==> config.mk <==
export PLATFORM = sky130hd
export DESIGN_NAME = audio_sram_ctrl
export DESIGN_NICKNAME = d
export VERILOG_FILES = /design/src/rtl/audio_sram_ctrl.sv
export SDC_FILE = /design/constraint.sdc
export NUM_CORES = 1
export LEC_CHECK = 0
export ABC_AREA = 1
export ABC_CLOCK_PERIOD_IN_PS = 5000
export CORE_MARGIN = 5
export CORE_UTILIZATION = 53
export DETAILED_ROUTE_END_ITERATION = 7
export PLACE_DENSITY = 0.86
export SYNTH_ARGS = -nofsm -noshare
export SYNTH_HDL_FRONTEND = slang
export SYNTH_SLANG_ARGS = --single-unit
==> constraint.sdc <==
create_clock -name clk -period 5 [get_ports clk]
set_clock_uncertainty 0.1 [all_clocks]
set_input_delay 1 -clock clk [delete_from_list [all_inputs] [get_ports clk]]
set_output_delay 1 -clock clk [all_outputs]
set_load 0.01 [all_outputs]
==> src/rtl/audio_sram_ctrl.sv <==
// Records ADC samples into consecutive SRAM words and plays them back to the DAC on request.
// Write lasts WR_CYCLES after adc_valid, a sample lands RD_CYCLES+1 after dac_req; no backpressure, samples arriving mid-write are dropped.
module audio_sram_ctrl #(
    parameter int ADDR_W    = 18,
    parameter int DATA_W    = 16,
    parameter int WR_CYCLES = 2,
    parameter int RD_CYCLES = 2
) (
    input  logic              clk,
    input  logic              reset,
    input  logic              record,
    input  logic              play,
    input  logic              stop,
    input  logic [DATA_W-1:0] adc_data,
    input  logic              adc_valid,
    input  logic              dac_req,
    output logic [DATA_W-1:0] dac_data,
    output logic              dac_valid,
    output logic [ADDR_W-1:0] addr,
    output logic              read,
    output logic              write,
    output logic [DATA_W-1:0] wr_data,
    input  logic [DATA_W-1:0] rd_data,
    output logic [ADDR_W:0]   rec_len,
    output logic              busy,
    output logic              mem_full,
    output logic              overrun,
    output logic              play_done
);

    localparam logic [2:0] S_IDLE      = 3'd0;
    localparam logic [2:0] S_REC_WAIT  = 3'd1;
    localparam logic [2:0] S_REC_WR    = 3'd2;
    localparam logic [2:0] S_PLAY_WAIT = 3'd3;
    localparam logic [2:0] S_PLAY_RD   = 3'd4;

    localparam int CNT_MAX = (WR_CYCLES > RD_CYCLES) ? WR_CYCLES : RD_CYCLES;
    localparam int CNT_W   = (CNT_MAX > 1) ? $clog2(CNT_MAX) : 1;
    localparam logic [CNT_W-1:0] WR_LAST = CNT_W'(WR_CYCLES - 1);
    localparam logic [CNT_W-1:0] RD_LAST = CNT_W'(RD_CYCLES - 1);
    localparam logic [ADDR_W-1:0] ADDR_TOP = {ADDR_W{1'b1}};

    logic [2:0]        state_q, state_d;
    logic [CNT_W-1:0]  cnt_q, cnt_d;
    logic              stop_pend_q, stop_pend_d;
    logic [ADDR_W-1:0] addr_q, addr_d;
    logic [DATA_W-1:0] wr_data_q, wr_data_d;
    logic [DATA_W-1:0] dac_data_q, dac_data_d;
    logic [ADDR_W:0]   rec_len_q, rec_len_d;
    logic              read_q, read_d;
    logic              write_q, write_d;
    logic              dac_valid_q, dac_valid_d;
    logic              busy_q, busy_d;
    logic              mem_full_q, mem_full_d;
    logic              overrun_q, overrun_d;
    logic              play_done_q, play_done_d;

    logic [ADDR_W:0]   addr_nxt;
    logic              stopping;
    logic              last_sample;

    assign addr_nxt    = {1'b0, addr_q} + {{ADDR_W{1'b0}}, 1'b1};
    assign stopping    = stop_pend_q | stop;
    assign last_sample = (addr_nxt == rec_len_q);

    always_comb begin
        state_d     = state_q;
        cnt_d       = cnt_q;
        stop_pend_d = stop_pend_q;
        addr_d      = addr_q;
        wr_data_d   = wr_data_q;
        dac_data_d  = dac_data_q;
        rec_len_d   = rec_len_q;
        read_d      = read_q;
        write_d     = write_q;
        mem_full_d  = mem_full_q;
        overrun_d   = overrun_q;
        dac_valid_d = 1'b0;
        play_done_d = 1'b0;

        case (state_q)
            S_IDLE: begin
                stop_pend_d = 1'b0;
                if (record) begin
                    state_d    = S_REC_WAIT;
                    addr_d     = '0;
                    rec_len_d  = '0;
                    mem_full_d = 1'b0;
                    overrun_d  = 1'b0;
                end else if (play && (rec_len_q != '0)) begin
                    state_d = S_PLAY_WAIT;
                    addr_d  = '0;
                end
            end

            S_REC_WAIT: begin
                if (stop) begin
                    state_d = S_IDLE;
                end else if (adc_valid) begin
                    wr_data_d = adc_data;
                    write_d   = 1'b1;
                    cnt_d     = '0;
                    state_d   = S_REC_WR;
                end
            end

            S_REC_WR: begin
                if (adc_valid) begin
                    overrun_d = 1'b1;
                end
                stop_pend_d = stopping;
                if (cnt_q == WR_LAST) begin
                    write_d     = 1'b0;
                    rec_len_d   = addr_nxt;
                    stop_pend_d = 1'b0;
                    // The top word is the last one: recording ends there instead of wrapping.
                    if (addr_q == ADDR_TOP) begin
                        mem_full_d = 1'b1;
                        state_d    = S_IDLE;
                    end else begin
                        addr_d  = addr_nxt[ADDR_W-1:0];
                        state_d = stopping ? S_IDLE : S_REC_WAIT;
                    end
                end else begin
                    cnt_d = cnt_q + 1'b1;
                end
            end

            S_PLAY_WAIT: begin
                if (stop) begin
                    state_d = S_IDLE;
                end else if (dac_req) begin
                    read_d  = 1'b1;
                    cnt_d   = '0;
                    state_d = S_PLAY_RD;
                end
            end

            S_PLAY_RD: begin
                stop_pend_d = stopping;
                if (cnt_q == RD_LAST) begin
                    read_d      = 1'b0;
                    dac_data_d  = rd_data;
                    dac_valid_d = 1'b1;
                    stop_pend_d = 1'b0;
                    // A latched stop still delivers this sample but suppresses play_done.
                    play_done_d = last_sample & ~stopping;
                    addr_d      = last_sample ? '0 : addr_nxt[ADDR_W-1:0];
                    state_d     = (last_sample | stopping) ? S_IDLE : S_PLAY_WAIT;
                end else begin
                    cnt_d = cnt_q + 1'b1;
                end
            end

            default: begin
                state_d = S_IDLE;
                read_d  = 1'b0;
                write_d = 1'b0;
            end
        endcase

        busy_d = (state_d != S_IDLE);
    end

    always_ff @(posedge clk) begin
        if (reset) begin
            state_q     <= S_IDLE;
            cnt_q       <= '0;
            stop_pend_q <= 1'b0;
            addr_q      <= '0;
            wr_data_q   <= '0;
            dac_data_q  <= '0;
            rec_len_q   <= '0;
            read_q      <= 1'b0;
            write_q     <= 1'b0;
            dac_valid_q <= 1'b0;
            busy_q      <= 1'b0;
            mem_full_q  <= 1'b0;
            overrun_q   <= 1'b0;
            play_done_q <= 1'b0;
        end else begin
            state_q     <= state_d;
            cnt_q       <= cnt_d;
            stop_pend_q <= stop_pend_d;
            addr_q      <= addr_d;
            wr_data_q   <= wr_data_d;
            dac_data_q  <= dac_data_d;
            rec_len_q   <= rec_len_d;
            read_q      <= read_d;
            write_q     <= write_d;
            dac_valid_q <= dac_valid_d;
            busy_q      <= busy_d;
            mem_full_q  <= mem_full_d;
            overrun_q   <= overrun_d;
            play_done_q <= play_done_d;
        end
    end

    assign dac_data  = dac_data_q;
    assign dac_valid = dac_valid_q;
    assign addr      = addr_q;
    assign read      = read_q;
    assign write     = write_q;
    assign wr_data   = wr_data_q;
    assign rec_len   = rec_len_q;
    assign busy      = busy_q;
    assign mem_full  = mem_full_q;
    assign overrun   = overrun_q;
    assign play_done = play_done_q;

endmodule

==> summary.md <==
| Metric | Value |
|---|---|
| Status | `completed` |
| Post-DP Area | `0.00548 mm^2` |
| Vias per cell | `roughly 5.5` |
| Cts bufs inserted | `9` |
| Largest net degree at the start of global routing | `45` |
| Final Max Tran Viols | `0` |
| Chip Width | `roughly 100 um` |
| Tcrit/Tclk final | `0.683` |
| Final hold viol count | `0` |
| MaxCap Viol Count | `0` |
| Register area share after synthesis | `0.376` |
| Power Density | `just over 300 mW/mm^2` |
| Crit Path Max Fanout | `18` |
| Layout cells sized above 1 | `0.0466` |
| Mapped Avg Cell Area | `6.29 um^2` |
| CP Data Arrival Time | `~3600 ps` |
| DR pass1 iterations | `5` |
| Kind of critical path | `primary input to flop` |
| Post-Route WL | `13.5 mm` |
| Fmax | `about 0.3 GHz` |
| Cts hold-fix bufs | `0` |
| Most frequent cells in the layout | `nand2_1 (187), nor2_1 (119), clkdlybuf4s50_1 (114), dfxtp_1 (81), a21oi_1 (70)` |
| Core area | `a little under 0.008 mm^2` |
| Postcts setup bufs | `0` |
| Peak supply drop | `0.000221 V` |
| Ant diodes | `0` |
| CP startpoint kind | `primary input` |
| Adder-cell share of the synthesized area | `0.00290` |
| Design Area, Final | `between 0.005 and 0.006 mm^2` |
| Area share of the largest cell type after synthesis | `0.376` |
| Filler cells | `650` |
| Most common cell after layout, fill and taps aside | `nand2_1` |
| CTS sink count | `81` |
| Global route overflow | `0` |
| Complex-gate fraction of the synthesized area | `0.150` |
| Leak | `2.19 nW` |
| CTS max path bufs | `2` |
| Clock transition at path regs | `~90 ps` |
| Final Critical Period | `3420 ps` |
| DRC Markers | `0` |
| Critical path required time | `5200 ps` |
| Mux share of post-synthesis cell area | `0` |
| Synth Area in Simple Gates | `0.380` |
| Initial antenna violation count | `0` |
| First-pass GRT wire length | `around 22 mm` |
| Die Area | `0.0100 mm^2` |
| CTS resizes | `0` |
| Slew HR | `0.313` |
| Synth Flop Type | `dfxtp_1` |
| Cell variety after synth | `36` |
| Synth area leader | `dfxtp_1` |
| Routed WL per cell | `15.1 um` |
| Worst skew pair latency | `360 ps` |
| Synth async-reset ratio | `0` |
| Final Core Density | `0.727` |
| CP Capture Type | `flop` |
| Placer Congestion | `0.914` |
| Yosys Warn Count | `0` |
| Vias in the first global route | `4702` |
| # port buffers | `114` |
| RSZ-0062 raised after global routing | `no` |
| H-tree levels | `3` |
| Post-synthesis xor/xnor area fraction | `0.00610` |
| Row cnt | `32` |
| TNS Setup | `0 ps` |
| Root Buffer | `clkbuf_8` |
| Min Hold Slack | `roughly 360 ps` |
| # IOs | `115` |
| Synth area leaders | `dfxtp_1 (38%), nand2_1 (16%), nor2_1 (10%)` |
| Slew of the pin with the lowest slew margin | `1030 ps` |
| Area Growth Syn to Fin | `31.7%` |
| Setup violators final | `0` |
| Post-DP HPWL | `9.56 mm` |
| Nets | `829` |
| #FFs+latches synth | `81` |
| Global Route Usage Sum | `0.269` |
| Main combinational cell family by area after synthesis | `simple AND/OR/NAND/NOR gates` |
| Worst Hold Class | `flop to flop` |
| Post-synth EDFFs | `0` |
| Via count | `4907` |
| Starting density of the core | `0.552` |
| Routed Antenna Nets | `0` |
| Post-Syn Area | `0.00431 mm^2` |
| DR iter-0 viols | `about 380` |
| Die height | `100 um` |
| CTS tree | `built` |
| Syn nets | `725` |
| Cells after synthesis | `685` |
## state kept, by name, summed over array words and instances (netlist names)
register     count
overrun          1
write            1
busy             1
addr            18
mem_full         1
dac_data        16
stop_pend_q      1
rec_len         19
read             1
play_done        1
state_q          3
cnt_q            1
wr_data         16
dac_valid        1
## power by group
group          switching [mW]  internal [mW]
clock network           0.261          0.231
logic                   0.307          0.207
registers              0.0672          0.694
total                   0.635           1.13
## per-layer routing
metal	up-vias	GRT usage	share of wire
li1	2408	-	-
met1	2192	0.335	0.40
met2	267	0.445	0.47
met3	40	0.0632	0.098
met4	0	0.110	0.027
met5	-	0	0
## cell usage after synthesis, types with 2 or more instances
master,number
nand3b_1,3
buf_1,2
buf_6,3
dfxtp_1,81
nor2_2,5
nor4_1,3
buf_2,3
nor2_1,119
clkbuf_1,15
nand2_1,187
inv_2,3
o21ai_0,42
inv_1,61
o21bai_1,2
nor3_1,4
nor2_4,3
nand4_1,10
nand2_2,3
a21oi_1,70
xor2_1,2
nand3_1,48
clkinv_1,2
## area by class of cell
| cell class | count | area (um^2) | share of cell area |
|---|---|---|---|
| repair buffers | 116 | 1160 | 0.204 |
| clock inverters | 7 | 70.1 | 0.0123 |
| inverters | 67 | 254 | 0.0448 |
| well taps | 102 | 128 | 0.0225 |
| clock buffers | 9 | 124 | 0.0218 |
| flip-flops and latches | 81 | 1620 | 0.286 |
| multi-input cells | 514 | 2320 | 0.409 |
## path summary, 6_finish.rpt
| check | from | to | slack [ps] | cells after the start |
|---|---|---|---|---|
| max | stop | busy$_SDFF_PP0_ | 1580 | 10 |
| min | dac_data[2]$_SDFFE_PP0P_ | dac_data[2]$_SDFFE_PP0P_ | 360 | 2 |
| max reg2reg | state_q[1]$_SDFF_PP0_ | addr[3]$_SDFFE_PP0P_ | 1760 | 9 |
| min reg2reg | dac_data[2]$_SDFFE_PP0P_ | dac_data[2]$_SDFFE_PP0P_ | 360 | 2 |
## logic make-up (layout without fill, tap and decap cells)
logic type / count (synthesis) / after routing
fa+ha+maj: 1 / 1
compound gates: 121 / 121
xor+xnor: 3 / 3
flops: 81 / 81
simple gates: 389 / 389
buf+inv: 90 / 199
## critical path: stages
cell and delay [ps]:
clkdlybuf4s50_1 510, nor2_1 190, inv_1 50, nor2_1 650
clkinv_1 660, o211ai_1 240, a21oi_1 60, nand2_1 70
nand2_1 60, nand3_1 110
## per-stage QoR
step / setup WS [ps] / instances / power (mW)
final: 1580 / 896 / 1.77
after global routing: 1210 / 896 / 1.86
after CTS: 1600 / 896 / 1.75
after detailed placement: 1210 / 880 / 1.27
after global placement: 1310 / 880 / 1.26
after floorplan: 2750 / 685 / 1.07
Power figures use the tool's default switching activity.
